[src/rtl/inst_buffer_pkg.sv]
//------------------------------------------------------------------------------
// Module   : inst_buffer_pkg
// Purpose  : Shared constants and types for the IF->ID instruction buffer:
//            default geometry, entry width and pc/inst field offsets.
// Revision : 1.0 - initial release
//------------------------------------------------------------------------------
`default_nettype none

package inst_buffer_pkg;

  // Default buffer geometry
  localparam int C_IB_DEPTH    = 16;
  localparam int C_IB_PUSH_W   = 2;
  localparam int C_IB_POP_W    = 2;
  localparam int C_IB_ENTRY_WD = 64;

  // Field placement inside one entry: {pc[31:0], inst[31:0]}
  localparam int C_IB_INST_LSB = 0;
  localparam int C_IB_INST_WD  = 32;
  localparam int C_IB_PC_LSB   = 32;
  localparam int C_IB_PC_WD    = 32;

  typedef struct packed {
    logic [C_IB_PC_WD-1:0]   pc;
    logic [C_IB_INST_WD-1:0] inst;
  } ib_entry_t;

endpackage

`default_nettype wire

[src/rtl/inst_buffer_if.sv]
//------------------------------------------------------------------------------
// Module   : inst_buffer_if
// Purpose  : Push (IF side) and pop (ID side) bundle of the instruction buffer.
//            master = fetch/issue logic, slave = the buffer itself.
// Revision : 1.0 - initial release
//------------------------------------------------------------------------------
`default_nettype none

interface inst_buffer_if
  import inst_buffer_pkg::*;
#(
  parameter int PUSH_W   = C_IB_PUSH_W,
  parameter int POP_W    = C_IB_POP_W,
  parameter int ENTRY_WD = C_IB_ENTRY_WD
);

  localparam int C_NUM_W = $clog2(POP_W + 1);

  logic [PUSH_W-1:0]          push_valid;
  logic [PUSH_W*ENTRY_WD-1:0] push_data;
  logic                       push_ready;
  logic [POP_W-1:0]           pop_valid;
  logic [POP_W*ENTRY_WD-1:0]  pop_data;
  logic [C_NUM_W-1:0]         pop_num;

  modport master (
    output push_valid, push_data, pop_num,
    input  push_ready, pop_valid, pop_data
  );

  modport slave (
    input  push_valid, push_data, pop_num,
    output push_ready, pop_valid, pop_data
  );

endinterface

`default_nettype wire

[src/rtl/inst_buffer_compact.sv]
//------------------------------------------------------------------------------
// Module   : ib_compact
// Purpose  : Lane compaction helper. Counts the valid push lanes and gives each
//            lane its write offset (number of valid lanes below it).
//            Purely combinational.
// Revision : 1.0 - initial release
//------------------------------------------------------------------------------
`default_nettype none

module ib_compact #(
  parameter  int PUSH_W = 2,
  localparam int CNT_W  = $clog2(PUSH_W + 1)
) (
  input  wire logic [PUSH_W-1:0]       i_valid,
  output logic      [CNT_W-1:0]        o_npush,
  output logic      [PUSH_W*CNT_W-1:0] o_offset
);

  logic [CNT_W-1:0] w_acc;

  // Prefix popcount: lane i lands at offset = valid lanes strictly below i
  always_comb begin
    w_acc    = '0;
    o_offset = '0;
    for (int i = 0; i < PUSH_W; i++) begin
      o_offset[i*CNT_W +: CNT_W] = w_acc;
      w_acc = w_acc + CNT_W'(i_valid[i]);
    end
    o_npush = w_acc;
  end

endmodule

`default_nettype wire

[src/rtl/inst_buffer.sv]
//------------------------------------------------------------------------------
// Module   : inst_buffer
// Purpose  : Multi-lane circular instruction buffer between IF and ID.
//            Up to PUSH_W compacted entries written per cycle, up to POP_W
//            entries presented/consumed per cycle in program order, flush.
//            Optional macro IB_BYPASS_EN: when empty, pushed entries are
//            presented on the pop lanes in the same cycle and consumed ones
//            are never written.
// Revision : 1.0 - initial release
//------------------------------------------------------------------------------
`default_nettype none

module inst_buffer
  import inst_buffer_pkg::*;
#(
  parameter int DEPTH    = C_IB_DEPTH,
  parameter int PUSH_W   = C_IB_PUSH_W,
  parameter int POP_W    = C_IB_POP_W,
  parameter int ENTRY_WD = C_IB_ENTRY_WD
) (
  input  wire logic                  aclk,
  input  wire logic                  aresetn,
  input  wire logic                  flush,
  inst_buffer_if.slave               bus,
  output logic                       empty,
  output logic [$clog2(DEPTH):0]     count
);

  localparam int C_AW = $clog2(DEPTH);
  localparam int C_CW = C_AW + 1;
  localparam int C_PW = $clog2(PUSH_W + 1);
  localparam int C_LW = (PUSH_W > POP_W) ? PUSH_W : POP_W;

  logic [ENTRY_WD-1:0]        r_mem [DEPTH];
  logic [C_AW-1:0]            r_head;
  logic [C_AW-1:0]            r_tail;
  logic [C_CW-1:0]            r_count;

  logic                       w_push_ready;
  logic [C_PW-1:0]            w_npush;
  logic [PUSH_W*C_PW-1:0]     w_offset;
  logic [C_CW-1:0]            w_npush_acc;
  logic [C_CW-1:0]            w_pop_req;
  logic [C_CW-1:0]            w_npop;
  logic [C_CW-1:0]            w_nskip;
  logic [C_CW-1:0]            w_nwrite;
  logic [C_CW-1:0]            w_off;
  logic [PUSH_W-1:0]          w_we;
  logic [C_AW-1:0]            w_waddr [PUSH_W];
  logic [POP_W-1:0]           w_pop_valid;
  logic [POP_W*ENTRY_WD-1:0]  w_pop_data;

  ib_compact #(
    .PUSH_W (PUSH_W)
  ) u_compact (
    .i_valid  (bus.push_valid),
    .o_npush  (w_npush),
    .o_offset (w_offset)
  );

  // Room for a full push group is judged on the registered count only
  assign w_push_ready = (C_CW'(DEPTH) - r_count) >= C_CW'(PUSH_W);
  assign w_npush_acc  = w_push_ready ? C_CW'(w_npush) : '0;
  assign w_pop_req    = C_CW'(bus.pop_num);

  // Stored entries consumed this cycle, clamped to what is held
  always_comb begin
    w_npop = (w_pop_req < r_count) ? w_pop_req : r_count;
  end

`ifdef IB_BYPASS_EN
  logic                       w_byp_act;
  logic [C_LW*ENTRY_WD-1:0]   w_cmp_data;

  assign w_byp_act = (r_count == '0) && !flush;

  // Compacted view of the push lanes, used to feed the pop lanes when empty
  always_comb begin
    w_cmp_data = '0;
    for (int i = 0; i < PUSH_W; i++) begin
      if (bus.push_valid[i]) begin
        w_cmp_data[int'(w_offset[i*C_PW +: C_PW])*ENTRY_WD +: ENTRY_WD] =
          bus.push_data[i*ENTRY_WD +: ENTRY_WD];
      end
    end
  end

  // Entries handed straight to ID and therefore never written
  always_comb begin
    w_nskip = '0;
    if (w_byp_act) begin
      w_nskip = (w_pop_req < w_npush_acc) ? w_pop_req : w_npush_acc;
    end
  end

  // Pop lanes: live push group when empty, otherwise the stored oldest entries
  always_comb begin
    w_pop_valid = '0;
    w_pop_data  = '0;
    for (int i = 0; i < POP_W; i++) begin
      if (w_byp_act) begin
        w_pop_valid[i] = C_CW'(i) < w_npush_acc;
        w_pop_data[i*ENTRY_WD +: ENTRY_WD] = w_cmp_data[i*ENTRY_WD +: ENTRY_WD];
      end else begin
        w_pop_valid[i] = r_count > C_CW'(i);
        w_pop_data[i*ENTRY_WD +: ENTRY_WD] = r_mem[r_head + C_AW'(i)];
      end
    end
  end
`else
  assign w_nskip = '0;

  // Pop lanes show the oldest stored entries; no path from the push side
  always_comb begin
    w_pop_valid = '0;
    w_pop_data  = '0;
    for (int i = 0; i < POP_W; i++) begin
      w_pop_valid[i] = r_count > C_CW'(i);
      w_pop_data[i*ENTRY_WD +: ENTRY_WD] = r_mem[r_head + C_AW'(i)];
    end
  end
`endif

  assign w_nwrite = w_npush_acc - w_nskip;

  // Per-lane write enables and compacted addresses relative to tail
  always_comb begin
    w_off = '0;
    w_we  = '0;
    for (int i = 0; i < PUSH_W; i++) begin
      w_off      = C_CW'(w_offset[i*C_PW +: C_PW]);
      w_we[i]    = bus.push_valid[i] && w_push_ready && !flush && aresetn &&
                   (w_off >= w_nskip);
      w_waddr[i] = r_tail + C_AW'(w_off - w_nskip);
    end
  end

  // Pointer and occupancy update; flush and reset discard the whole cycle
  always_ff @(posedge aclk) begin
    if (!aresetn || flush) begin
      r_head  <= '0;
      r_tail  <= '0;
      r_count <= '0;
    end else begin
      r_head  <= r_head + C_AW'(w_npop);
      r_tail  <= r_tail + C_AW'(w_nwrite);
      r_count <= r_count + w_nwrite - w_npop;
    end
  end

  // Entry storage; contents are don't-care after reset
  always_ff @(posedge aclk) begin
    for (int i = 0; i < PUSH_W; i++) begin
      if (w_we[i]) begin
        r_mem[w_waddr[i]] <= bus.push_data[i*ENTRY_WD +: ENTRY_WD];
      end
    end
  end

  assign bus.push_ready = w_push_ready;
  assign bus.pop_valid  = w_pop_valid;
  assign bus.pop_data   = w_pop_data;
  assign empty          = (r_count == '0);
  assign count          = r_count;

endmodule

`default_nettype wire

[src/flat_wrapper.sv]
// flat-port wrapper written by rule: the top's interface ports become plain ports
module inst_buffer_flat import inst_buffer_pkg::*;
#(
  parameter int DEPTH    = C_IB_DEPTH,
  parameter int PUSH_W   = C_IB_PUSH_W,
  parameter int POP_W    = C_IB_POP_W,
  parameter int ENTRY_WD = C_IB_ENTRY_WD
)
  (aclk, aresetn, flush, empty, count, bus_push_valid, bus_push_data, bus_pop_num, bus_push_ready, bus_pop_valid, bus_pop_data);
  inst_buffer_if #(.PUSH_W(PUSH_W), .POP_W(POP_W), .ENTRY_WD(ENTRY_WD)) bus_i ();
  input  wire logic aclk;
  input  wire logic aresetn;
  input  wire logic flush;
  output logic empty;
  output logic [$clog2(DEPTH):0] count;
  input wire logic [$bits(bus_i.push_valid)-1:0] bus_push_valid;
  input wire logic [$bits(bus_i.push_data)-1:0] bus_push_data;
  input wire logic [$bits(bus_i.pop_num)-1:0] bus_pop_num;
  output wire logic [$bits(bus_i.push_ready)-1:0] bus_push_ready;
  output wire logic [$bits(bus_i.pop_valid)-1:0] bus_pop_valid;
  output wire logic [$bits(bus_i.pop_data)-1:0] bus_pop_data;
  assign bus_i.push_valid = bus_push_valid;
  assign bus_i.push_data = bus_push_data;
  assign bus_i.pop_num = bus_pop_num;
  assign bus_push_ready = bus_i.push_ready;
  assign bus_pop_valid = bus_i.pop_valid;
  assign bus_pop_data = bus_i.pop_data;
  inst_buffer #(.DEPTH(DEPTH), .PUSH_W(PUSH_W), .POP_W(POP_W), .ENTRY_WD(ENTRY_WD)) u_core (.aclk(aclk), .aresetn(aresetn), .flush(flush), .bus(bus_i), .empty(empty), .count(count));
endmodule
[config.mk]
export PLATFORM = sky130hd
export DESIGN_NAME = inst_buffer_flat
export DESIGN_NICKNAME = d
export VERILOG_FILES = /design/src/rtl/inst_buffer_pkg.sv /design/src/rtl/inst_buffer_if.sv /design/src/rtl/inst_buffer_compact.sv /design/src/rtl/inst_buffer.sv /design/src/flat_wrapper.sv
export SDC_FILE = /design/constraint.sdc
export NUM_CORES = 2
export LEC_CHECK = 0
export CAP_MARGIN = 5
export CORE_ASPECT_RATIO = 0.6
export CORE_MARGIN = 2
export CORE_UTILIZATION = 60
export DETAILED_ROUTE_END_ITERATION = 7
export HOLD_SLACK_MARGIN = 0.15
export PLACE_DENSITY = 0.8
export SLEW_MARGIN = 0
export SYNTH_ARGS = -nofsm -noshare
export SYNTH_HDL_FRONTEND = slang
export SYNTH_SLANG_ARGS = --single-unit
[constraint.sdc]
create_clock -name aclk -period 15.79 [get_ports aclk]
set_input_delay 2.3685 -clock aclk [delete_from_list [all_inputs] [get_ports aclk]]
set_output_delay 2.3685 -clock aclk [all_outputs]
set_load 0.05 [all_outputs]
==> out/metrics.yaml <==
end_kind: "output pin"
clock_sinks: 1037
cp.arrival_ns: 6.45
grt_pass1_wl_um: 291000
cts-resized-gates: 0
clock-root-buffer: "clkbuf_16"
hold_violations: 0
synth_top_area_share_pct: 51.68
setup_violations: 0
cts_tree: "done"
clkPwrFrac_pct: 26.7
ys_ff_latch: 1037
portBuffers: 271
max_slew_margin_pct: 9.726
grt_overflow_total: 0
yosys.area.top_type: "edfxtp_1"
clock-skew-final_ns: 0.03793
post_cts_buffers: 0
holdWs_ns: 0.6123
grt_setup_unrepaired: "no"
cts_buffer_depth: 3
drt_iter0_markers: 7909
finalCriticalPeriod_ns: 8.817
antenna_found_initial: 21
ioPinCount: 272
postSynthCellCount: 3870
reg2reg_from: "u_core.r_tail[0]"
die_area_um2: 101800
ir_worst_vdd_uv: 152.8
core-area_um2: 98330
cts_hold_buf: 0
synthArstFlopShare_pct: 0
ant_nets: 0
grt.total_usage_pct: 39.45
ys.warnings.count: 0
drv_cap: 0
p_leak_nw: 19.17
routabilityCongestion: 0.8555
cts_buffers: 96
worstSetupStartpointType: "flop"
intPower_w: 0.005710
initial_utilization_pct: 60.52
violations: "DRC"
first_global_vias: 42160
synth_commonest_cells: "edfxtp_1, o2bb2ai_1, mux4_2"
p_per_area_nw_per_um2: 133.4
worstHoldPathCells: 2
syn_area_um2: 59500
r2r_cells: 8
area.growth.synth_to_final_pct: 9.937
slew_viol_final: 0
synth_edf_count: 1024
clock_latency_ns: 0.72
crit_type: "reg2out"
hpwl_um: 107900
post_synth.cell_area_avg_um2: 15.38
synth.net_count: 4029
cts.htree.levels: 3
grt_max_degree: 150
finalCritPeriodShare_pct: 55.84
hp-start: "u_core.count[3]"
p_seq_share_pct: 36.5
drive_above_1_share_pct: 21.94
fillCellCount: 6454
switchingPower_w: 0.003015
worst_ep_required_time_ns: 13.42
r2r_slack_ns: 10.18
vias_per_cell: 8.314
dr.pass1.iters: 8
swShare_pct: 34.55
nets: 3932
tns_ns: 0
die_height_um: 247.9
num_rows: 89
drc: 9
status: "finished with violations"
wl_um: 201700
clock.fmax_ghz: 0.1134
worstMarginPinSlew_ns: 1.349
min_to: "u_core.r_head[3]"
clk_pin_slew_ns: 0.06
r2r-end: "u_core.r_mem[0][35]"
wire_per_inst_um: 38.89
vias: 43130
path_max_fanout: 64
synthFlopType: "edfxtp_1"
die_w_um: 410.6
synthTopCellsByArea: "edfxtp_1, mux4_2, o2bb2ai_1"
min_path_type: "reg2reg"
combPwrFrac_pct: 36.9
ys_seq_area_share_pct: 52.11
ys_types: 46
[worst max-delay path by stage]
stage	startpoint	to	slack, ns	depth (start not counted)
finish	u_core.r_head[0]	bus_pop_data[18]	6.97	8
global route	u_core.r_head[0]	bus_pop_data[38]	6.55	8
detailed placement	u_core.r_head[0]	bus_pop_data[18]	7.65	8
CTS	u_core.r_head[0]	bus_pop_data[18]	6.92	8
global placement	u_core.r_head[0]	bus_pop_data[2]	7.73	8
floorplan	aresetn	u_core.r_mem[8][0]	7.36	5
[per-layer routing]
layer  up-vias  track usage, %  part of all wire (%)
met2      4826           55.97                    43
met3       817           16.30                    18
met5         -               0                 0.048
met4        14           18.25                   5.3
met1     21130           53.46                    33
li1      16340               -                     -
[cells by family after synthesis]
group / Yosys count / share of synthesized area [%]
buffers and inverters: 565 / 4.430
XOR/XNOR: 11 / 0.1619
AO/OA/AOI/OAI: 1193 / 16.93
other: 1 / 0.006302
adder cells (fa/ha/maj): 24 / 0.5299
AND/OR/NAND/NOR: 410 / 3.131
flip-flops: 1037 / 52.11
multiplexers: 629 / 22.69
[worst max-delay path, cell delays in order (launching register included)]
cell and delay, ns:
dfxtp_4 0.93, buf_4 0.90, buf_4 0.90, buf_4 0.91, mux4_2 0.60, and2_1 0.17, a211oi_1 0.27, a21oi_1 0.15
clkdlybuf4s50_1 0.78
[area by class of cell]
| cell class | instances | area (um^2) | share of cell area, % |
|---|---|---|---|
| Sequential cell | 1037 | 31020 | 47.43 |
| Multi-Input combinational cell | 2268 | 26230 | 40.10 |
| Timing Repair Buffer | 354 | 3398 | 5.195 |
| Clock buffer | 124 | 2581 | 3.946 |
| Tap cell | 1319 | 1650 | 2.523 |
| Clock inverter | 53 | 427.9 | 0.6541 |
| Inverter | 16 | 62.56 | 0.09563 |
| Antenna cell | 16 | 40.04 | 0.06120 |
[placed cells by master (no fill, tap or decap), drive strengths merged, types with 2 or more instances in the layout]
master and instances:
diode 16, edfxtp 1024, ha 22, nand2b 11, or3 2, a31oi 15
clkinvlp 5, buf 83, clkdlybuf4s50 271, nor2b 15, clkbuf 124, clkinv 39
and2 58, xnor2 6, xor2 5, o2bb2ai 1024, and3 3, a21oi 57
dfxtp 13, fa 2, nor2 9, mux4 576, o21ai 17, inv 19
nand3 9, nand2 296, a21o 4, a211oi 64, bufinv 6, o31ai 2
mux2i 52, nor3b 2, nand3b 3, o32ai 4
[through the flow]
stage	power, W	instance area (um^2)	cells	setup WS [ns]	utilization [%]
after floorplan	0.005516	59500	3870	7.361	-
after global placement	0.006380	62370	4994	7.731	63.43
after detailed placement	0.006404	62370	4994	7.654	63.43
after CTS	0.008675	65380	5171	6.917	66.49
after global routing	0.008943	65410	5183	6.548	66.52
final	0.008724	65420	5187	6.973	66.53
[registers in the layout (all words and copies together) (netlist names)]
register and cells:
u_core.r_head 4, u_core.r_tail 4, u_core.r_mem 1024, u_core.count 5
[power groups by stage]
stage / clock network [W] / logic (W) / registers [W]
6_report: 0.00233 / 0.00322 / 0.00318
5_1_grt: 0.00241 / 0.00335 / 0.00319
4_1_cts: 0.00231 / 0.00319 / 0.00318
3_5_place_dp: 0 / 0.00317 / 0.00324
3_3_place_gp: 0 / 0.00315 / 0.00323
2_1_floorplan: 0 / 0.00230 / 0.00321
Note: power is estimated with default switching activity, not from simulation.
